[config.mk]
export PLATFORM = sky130hd
export DESIGN_NAME = vga_timing_decoder
export DESIGN_NICKNAME = d
export VERILOG_FILES = /design/src/rtl/vga_timing_pkg.sv /design/src/rtl/vga_sync_edge.sv /design/src/rtl/vga_timing_decoder.sv
export SDC_FILE = /design/constraint.sdc
export NUM_CORES = 1
export LEC_CHECK = 0
export CORE_MARGIN = 3
export CORE_UTILIZATION = 40
export DETAILED_ROUTE_END_ITERATION = 8
export PLACE_DENSITY = 0.64
export SETUP_SLACK_MARGIN = 0.05
export SYNTH_ARGS = -nofsm -noshare
export SYNTH_HDL_FRONTEND = slang
export SYNTH_SLANG_ARGS = --single-unit
[constraint.sdc]
create_clock -name clk -period 5.8 [get_ports clk]
set_input_delay 1.74 -clock clk [delete_from_list [all_inputs] [get_ports clk]]
set_output_delay 1.74 -clock clk [all_outputs]
set_load 0.02 [all_outputs]
[src/rtl/vga_timing_pkg.sv]
// rtl/vga_timing_pkg.sv - 640x480 timing constants and lock FSM encoding
package vga_timing_pkg;

    localparam int H_TOTAL  = 800;
    localparam int H_PULSE  = 96;
    localparam int H_BP     = 48;
    localparam int H_ACTIVE = 640;
    localparam int V_TOTAL  = 521;
    localparam int V_PULSE  = 2;
    localparam int V_BP     = 29;
    localparam int V_ACTIVE = 480;

    // Counter values used by the decoder, sized to match the counters
    localparam logic [10:0] H_LAST      = 11'(H_TOTAL - 1);
    localparam logic [9:0]  V_LAST      = 10'(V_TOTAL - 1);
    localparam logic [10:0] H_ACT_FIRST = 11'(H_PULSE + H_BP);
    localparam logic [10:0] H_ACT_END   = 11'(H_PULSE + H_BP + H_ACTIVE);
    localparam logic [9:0]  V_ACT_FIRST = 10'(V_PULSE + V_BP);
    localparam logic [9:0]  V_ACT_END   = 10'(V_PULSE + V_BP + V_ACTIVE);
    localparam logic [10:0] H_NO_SYNC   = 11'd1023;
    localparam logic [10:0] COL_MAX     = 11'd2047;

    typedef enum logic [1:0] {
        ST_SEARCH = 2'd0,
        ST_VERIFY = 2'd1,
        ST_LOCKED = 2'd2
    } lock_state_e;

endpackage

[src/rtl/vga_sync_edge.sv]
// rtl/vga_sync_edge.sv - pix_en-qualified falling-edge detector for one sync input
module vga_sync_edge (
    input  logic clk,
    input  logic reset,
    input  logic pix_en,
    input  logic sync_in,
    output logic fall
);

    logic sync_q;
    logic sync_d;

    // Hold the last strobed level between pixel strobes
    always_comb begin
        sync_d = pix_en ? sync_in : sync_q;
    end

    // Sampled level idles high so a low input right after reset reads as an edge
    always_ff @(posedge clk or posedge reset) begin
        if (reset) begin
            sync_q <= 1'b1;
        end else begin
            sync_q <= sync_d;
        end
    end

    assign fall = pix_en & sync_q & ~sync_in;

endmodule

[src/rtl/vga_timing_decoder.sv]
// rtl/vga_timing_decoder.sv - recovers 640x480 position and lock from raw hsync/vsync
module vga_timing_decoder #(
    parameter int LOCK_FRAMES = 2
) (
    input  logic       clk,
    input  logic       reset,
    input  logic       pix_en,
    input  logic       hsync_in,
    input  logic       vsync_in,
    output logic       locked,
    output logic [9:0] x,
    output logic [9:0] y,
    output logic       display_on,
    output logic       line_err,
    output logic       frame_err
);
    import vga_timing_pkg::*;

    localparam int GW = $clog2(LOCK_FRAMES + 1);

    lock_state_e state_q, state_d;
    logic [10:0] col_cnt_q, col_cnt_d;
    logic [9:0]  row_cnt_q, row_cnt_d;
    logic        vs_ls_q, vs_ls_d;
    logic [GW-1:0] good_cnt_q, good_cnt_d, good_inc;
    logic [9:0]  x_q, x_d, y_q, y_d;
    logic        display_on_q, display_on_d;
    logic        line_err_q, line_err_d, frame_err_q, frame_err_d;
    logic        ls, fs, vs_fall, unused_vs_fall;
    logic        line_fault, frame_fault, active;

    vga_sync_edge u_hsync_edge (
        .clk     (clk),
        .reset   (reset),
        .pix_en  (pix_en),
        .sync_in (hsync_in),
        .fall    (ls)
    );

    vga_sync_edge u_vsync_edge (
        .clk     (clk),
        .reset   (reset),
        .pix_en  (pix_en),
        .sync_in (vsync_in),
        .fall    (vs_fall)
    );

    // Frame start is judged at line-start time from the vsync level, not its edge
    assign unused_vs_fall = vs_fall;
    assign fs             = ls & ~vsync_in & vs_ls_q;
    assign good_inc       = good_cnt_q + GW'(1);

    // Position counters and line/frame length checks
    always_comb begin
        col_cnt_d   = col_cnt_q;
        row_cnt_d   = row_cnt_q;
        vs_ls_d     = vs_ls_q;
        line_fault  = 1'b0;
        frame_fault = 1'b0;
        if (ls) begin
            col_cnt_d  = '0;
            vs_ls_d    = vsync_in;
            line_fault = (col_cnt_q != H_LAST);
            if (fs) begin
                row_cnt_d   = '0;
                frame_fault = (row_cnt_q != V_LAST);
            end else begin
                row_cnt_d = row_cnt_q + 10'd1;
            end
        end else if (pix_en) begin
            if (col_cnt_q != COL_MAX) begin
                col_cnt_d = col_cnt_q + 11'd1;
            end
            // Fires only on the step into 1023, so a stuck hsync reports once
            line_fault = (col_cnt_q == H_NO_SYNC - 11'd1);
        end
    end

    // Lock FSM: faults while verifying restart silently, faults while locked are reported
    always_comb begin
        state_d     = state_q;
        good_cnt_d  = good_cnt_q;
        line_err_d  = 1'b0;
        frame_err_d = 1'b0;
        case (state_q)
            ST_SEARCH: begin
                if (fs) begin
                    state_d    = ST_VERIFY;
                    good_cnt_d = '0;
                end
            end
            ST_VERIFY: begin
                if (line_fault || frame_fault) begin
                    state_d = ST_SEARCH;
                end else if (fs) begin
                    good_cnt_d = good_inc;
                    if (good_inc == GW'(LOCK_FRAMES)) begin
                        state_d = ST_LOCKED;
                    end
                end
            end
            ST_LOCKED: begin
                if (line_fault || frame_fault) begin
                    line_err_d  = line_fault;
                    frame_err_d = frame_fault;
                    state_d     = ST_SEARCH;
                end
            end
            default: begin
                state_d = ST_SEARCH;
            end
        endcase
    end

    // Active-area position, gated by the state being entered so it never outlives lock
    always_comb begin
        active = (col_cnt_q >= H_ACT_FIRST) && (col_cnt_q < H_ACT_END) &&
                 (row_cnt_q >= V_ACT_FIRST) && (row_cnt_q < V_ACT_END);
        display_on_d = active && (state_d == ST_LOCKED);
        x_d = display_on_d ? 10'(col_cnt_q - H_ACT_FIRST) : 10'd0;
        y_d = display_on_d ? (row_cnt_q - V_ACT_FIRST) : 10'd0;
    end

    // State and output registers
    always_ff @(posedge clk or posedge reset) begin
        if (reset) begin
            state_q      <= ST_SEARCH;
            col_cnt_q    <= '0;
            row_cnt_q    <= '0;
            vs_ls_q      <= 1'b1;
            good_cnt_q   <= '0;
            x_q          <= '0;
            y_q          <= '0;
            display_on_q <= 1'b0;
            line_err_q   <= 1'b0;
            frame_err_q  <= 1'b0;
        end else begin
            state_q      <= state_d;
            col_cnt_q    <= col_cnt_d;
            row_cnt_q    <= row_cnt_d;
            vs_ls_q      <= vs_ls_d;
            good_cnt_q   <= good_cnt_d;
            x_q          <= x_d;
            y_q          <= y_d;
            display_on_q <= display_on_d;
            line_err_q   <= line_err_d;
            frame_err_q  <= frame_err_d;
        end
    end

    assign locked     = (state_q == ST_LOCKED);
    assign x          = x_q;
    assign y          = y_q;
    assign display_on = display_on_q;
    assign line_err   = line_err_q;
    assign frame_err  = frame_err_q;

endmodule

After elaboration in Yosys (flattened, before gate mapping)
Cells that the tools add are included.
Cells by class
  equal/unequal tests: 11
  $lt $le $gt $ge: 4
  bitwise operators: 6
  reduce and logical (&&, ||, !) cells: 11
  add/sub/neg operators: 5
  muxes and demuxes: 24
Operators with widths (number)
  $mux W11: 3
  $mux W10: 3
  $mux W2: 8
  $add A11 B1 Y11 const B: 1
  $eq A11 B10 Y1 const B: 1
  $ge A11 B8 Y1 const B: 1
  $lt A11 B10 Y1 const B: 1
  $ne A11 B10 Y1 const B: 1
  $ne A11 B11 Y1 const B: 1
  $add A10 B1 Y10 const B: 1
  $ge A10 B5 Y1 const B: 1
  $lt A10 B9 Y1 const B: 1
  $ne A10 B10 Y1 const B: 1
  $sub A10 B5 Y10 const B: 1
  $sub A10 B8 Y10 const B: 1
  $mux W1: 8
  $eq A2 B2 Y1 const B: 3
  $ne A2 B2 Y1 const B: 3
  $pmux W2 S3: 1
  $reduce_bool A2 Y1: 3
  $and A1 B1 Y1: 4
  $logic_and A1 B1 Y1: 4
  $pmux W2 S2: 1
  $reduce_and A4 Y1: 1
  6 further kinds: 7
Storage, ports and cells
  flip-flop bits (word level): 50
  output and inout port bits: 24

Logic depth before layout (Yosys ltp)
  word-level depth: 12
  depth in mapped cells: 8
  depth with buffers taken out: 7

By module
Synthesis repeated with hierarchy kept, for this count alone.
Second synthesis, totals
  cells, all modules: 255
  area total of the unflattened synthesis: 2556.2 um2
By module, submodules not included
  vga_timing_decoder: area each 2501.1 um2, instances 1, seq. area each 1227.4 um2, cells an instance 251
  vga_sync_edge: area each 55.1 um2, instances 1, seq. area each 26.3 um2, cells an instance 4

Least setup slack after synthesis
OpenSTA, ideal clock, no wires.
  path type: in2reg
  start point: in hsync_in
  end point: reg y_q[5] (netlist: y[5])
  setup slack: 2653 ps
  library setup time: 69 ps
  stages: 7
  data arrival time: 3078 ps
  data required time: 5731 ps
  buffers on the path: 2
  cell sequence: nand3b_1 -> nor3b_2 -> buf_2 -> a31oi_1 -> nand3b_4 -> buf_6 -> nor2_4
On the way
  longest elaborated chain between the ends: 12
RTL lines
  start: declaration: line vga_timing_decoder.sv:8  | input logic hsync_in,
  $not A1 Y1 *: line vga_sync_edge.sv:27  | assign fall = pix_en & sync_q & ~sync_in;
  $and A1 B1 Y1 *: line vga_sync_edge.sv:27
  $and A1 B1 Y1 (2 in series): line vga_timing_decoder.sv:50  | assign fs = ls & ~vsync_in & vs_ls_q;
  $mux W1: line vga_timing_decoder.sv:64  | if (fs) begin
  $mux W1: line vga_timing_decoder.sv:60  | if (ls) begin
  $logic_or A1 B1 Y1: line vga_timing_decoder.sv:93, vga_timing_decoder.sv:103
  $mux W2 (on tied branches): line vga_timing_decoder.sv:103, vga_timing_decoder.sv:93
  $pmux W2 S3 *: line vga_timing_decoder.sv:85  | case (state_q)
  $eq A2 B2 Y1 *: line vga_timing_decoder.sv:119  | display_on_d = active && (state_d == ST_LOCKED);
  $logic_and A1 B1 Y1 *: line vga_timing_decoder.sv:119
  $mux W10 *: line vga_timing_decoder.sv:121  | y_d = display_on_d ? (row_cnt_q - V_ACT_FIRST) : 10'd0;
  via y_d[5]: line vga_timing_decoder.sv:26  | logic [9:0] x_q, x_d, y_q, y_d;
  end signal: assignment: line vga_timing_decoder.sv:144  | y_q <= y_d;
  end: declaration: line vga_timing_decoder.sv:26
The timed path passes the listed nets; every way through them passes the cells marked *.
A chain may end at the register's enable or synchronous reset.

Worst setup path in the final report
  start point: in pix_en
  end point: reg x_q[7] (netlist: x[7])
On the way
  longest elaborated chain between the ends: 12
RTL lines
  start: declaration: line vga_timing_decoder.sv:7  | input logic pix_en,
  $and A1 B1 Y1 (2 in series): line vga_sync_edge.sv:27
  $and A1 B1 Y1 (2 in series): line vga_timing_decoder.sv:50
  $mux W1: line vga_timing_decoder.sv:64
  $mux W1: line vga_timing_decoder.sv:60
  $logic_or A1 B1 Y1: line vga_timing_decoder.sv:93, vga_timing_decoder.sv:103
  $mux W2 (on tied branches): line vga_timing_decoder.sv:103, vga_timing_decoder.sv:93
  $pmux W2 S3 *: line vga_timing_decoder.sv:85
  $eq A2 B2 Y1 *: line vga_timing_decoder.sv:119
  $logic_and A1 B1 Y1 *: line vga_timing_decoder.sv:119
  $mux W10 *: line vga_timing_decoder.sv:120  | x_d = display_on_d ? 10'(col_cnt_q - H_ACT_FIRST) : 10'd0;
  via x_d[7]: line vga_timing_decoder.sv:26
  end signal: assignment: line vga_timing_decoder.sv:132  | x_q <= '0;
  end signal: assignment: line vga_timing_decoder.sv:143  | x_q <= x_d;
  end: declaration: line vga_timing_decoder.sv:26
Marks and branches as above.

==> results.sh <==
export IMPL_status="completed"
export IMPL_yosysSeqAreaShare_pct=48.8
export IMPL_finalSetupTns_ns=0
export IMPL_clockBufferDepth=2
export IMPL_drtIter0Drc=119
export IMPL_viasPerCell=5.35
export IMPL_ys_ff_latch=50
export IMPL_timing_slew_headroom_pct=32.3
export IMPL_final_common_cell="dfrtp_1"
export IMPL_place_gp_congestion=0.833
export IMPL_fmax_mhz=250
export IMPL_area_growth_pct=16.0
export IMPL_synth_main_ff_cell="dfrtp_1"
export IMPL_wire_per_inst_um=14.5
export IMPL_clk_latency_ns=0.30
export IMPL_finalClockSkew_ns=0.0135
export IMPL_synth_area_top_cells="dfrtp_1 (47%), ha_1 (4.4%), nor2_1 (3.8%)"
export IMPL_io_buffers=28
export IMPL_cts_buffers_inserted=5
export IMPL_finalHoldViolations=0
export IMPL_setup_viol=0
export IMPL_cts_tree="done"
export IMPL_die_width_um=86.2
export IMPL_fillers=566
export IMPL_clock_sinks=50
export IMPL_power_density_nw_per_um2=246
export IMPL_netlist_instances=254
export IMPL_ctsHtreeMaxLevel=2
export IMPL_synth_area_um2=2570
export IMPL_grt_util_all_layers_pct=15.3
export IMPL_syn_avg_cell_area_um2=10.1
export IMPL_required_ns=6.01
export IMPL_ir_worst_vdd_v=0.000120
export IMPL_worstSetupStartpointType="primary input"
export IMPL_start_util_pct=42.4
export IMPL_slew_violations=0
export IMPL_grt_pass1_vias=1895
export IMPL_fp_coreArea_um2=6060
export IMPL_dr_pass1_iters=4
export IMPL_final_cell_mix="dfrtp_1 (48), clkdlybuf4s50_1 (28), nor2_1 (26)"
export IMPL_max_cap_violations=0
export IMPL_min_period_over_period_pct=68.9
export IMPL_p_leak_nw=1.34
export IMPL_end_kind="flip-flop"
export IMPL_arrival_ns=4.20
export IMPL_design_area_um2=2980
export IMPL_cts_resized=0
export IMPL_critPathMaxFanout=19
export IMPL_ant_nets=0
export IMPL_final_util_pct=49.2
export IMPL_synthesis_nets=268
export IMPL_diodes=0
export IMPL_drive_above_1_share_pct=12.9
export IMPL_grt_first_pass_wirelength_um=9030
export IMPL_post_cts_buffers=0
export IMPL_min_period_ns=3.99
export IMPL_synth_top_cell_by_area="dfrtp_1"
export IMPL_wl_um=5140
export IMPL_overflow=0
export IMPL_cts_hold_buf=0
export IMPL_ys_async_sr_fraction_pct=100
export IMPL_multi_input_area_um2=1180
export IMPL_ff_latch_area_um2=1250
export IMPL_fin_nets=293
export IMPL_drc_errors=0
export IMPL_synth_top_area_share_pct=46.7
export IMPL_num_vias=1899
export IMPL_io_pins=29
export IMPL_worst_pin_slew_ns=1.01
export IMPL_antenna_found_initial=0
export IMPL_grt_setup_unrepaired="no"
export IMPL_place_hpwl_um=3570
export IMPL_placed_area_um2=2890
export IMPL_fp_row_count=28
export IMPL_grt_start_max_net_pins=51
export IMPL_cts_root_buf="clkbuf_8"
export IMPL_hold_class="reg2reg"
export IMPL_clkTransAtPathRegs_ns=0.10
export IMPL_synth_warnings=0
export IMPL_crit_type="in2reg"
export IMPL_die_h_um=86.2
export IMPL_die_area_um2=7430
export IMPL_synth_edf_count=0
export IMPL_synth_distinct_cells=53
[state kept, by name (all words and copies together) (netlist names)]
| signal | cells |
|---|---|
| col_cnt_q | 11 |
| display_on | 1 |
| frame_err | 1 |
| good_cnt_q | 2 |
| line_err | 1 |
| row_cnt_q | 10 |
| state_q | 2 |
| u_hsync_edge.sync_q | 1 |
| vs_ls_q | 1 |
| x | 10 |
| y | 10 |
[kinds of logic after synthesis]
group / count (synthesis) / share of synthesized area [%]
buffers and inverters: 27 / 5.16
xor gates and xnor gates: 17 / 5.79
DFF: 50 / 48.8
and+or+nand+nor: 109 / 24.6
AOI/OAI and AO/OA: 40 / 10.3
adders and majority gates: 9 / 4.38
muxes: 2 / 1.02
[Yosys cell counts, types with 4 or more instances]
cell type	instances
dfrtp_1	48
nor2_1	26
nand2_1	22
inv_1	13
nand3_1	11
o21ai_0	11
xnor2_1	11
ha_1	9
a21oi_1	7
a31oi_1	7
and3_1	7
nor2_2	6
xor2_1	6
clkbuf_1	5
buf_2	4
nand4_1	4
nor3_1	4
[cell type report]
cell class	instances	area share, %
sequential	50	42.0
tap	75	3.15
timing repair buffer	31	10.2
multi-input combinational	177	39.7
inverter	14	1.76
clock buffer	6	2.77
clock inverter	2	0.419
[where the power goes]
group / total [mW] / leakage [nW] / internal [mW] / switching (mW)
Sequential: 0.419 / 0.680 / 0.378 / 0.0409
Clock: 0.211 / 0.0472 / 0.0961 / 0.115
Combinational: 0.104 / 0.614 / 0.0428 / 0.0607
Total: 0.734 / 1.34 / 0.517 / 0.217
[critical path, stage by stage]
cell and delay [ns]:
clkdlybuf4s50_1 0.62, nand3b_1 0.18, buf_4 0.23, nor3b_2 0.07
buf_4 0.18, a2111oi_2 0.52, nand3b_4 0.42, nor3_1 0.24
[layer usage]
layer	vias to the layer above	GRT usage, %	share of wire, %
met5	-	0	0
met2	27	25.8	50
met3	4	3.71	3.0
met4	0	4.39	1.0
li1	924	-	-
met1	944	19.8	46
[stage by stage]
step	std cells	hold WS, ns	setup slack [ns]	total power [mW]
finish	355	0.476	1.81	0.734
global route	355	0.489	1.57	0.782
CTS	355	0.474	1.80	0.742
detailed placement	347	0.461	1.48	0.530
global placement	347	0.456	1.64	0.528
floorplan	254	0.443	2.65	0.497
[final timing paths]
| check | start | slack (ns) | cells after the start | to |
|---|---|---|---|---|
| worst max-delay path | pix_en | 1.81 | 8 | x[7] |
| worst min-delay path | vs_ls_q | 0.48 | 2 | vs_ls_q |
| worst max register to register | row_cnt_q[0] | 3.21 | 6 | x[7] |
| worst min register to register | vs_ls_q | 0.48 | 2 | vs_ls_q |
| max in group asynchronous | reset | 3.17 | 2 | col_cnt_q[9] |
| min in group asynchronous | reset | 1.99 | 2 | display_on |
Note: power is estimated with default switching activity, not from simulation.
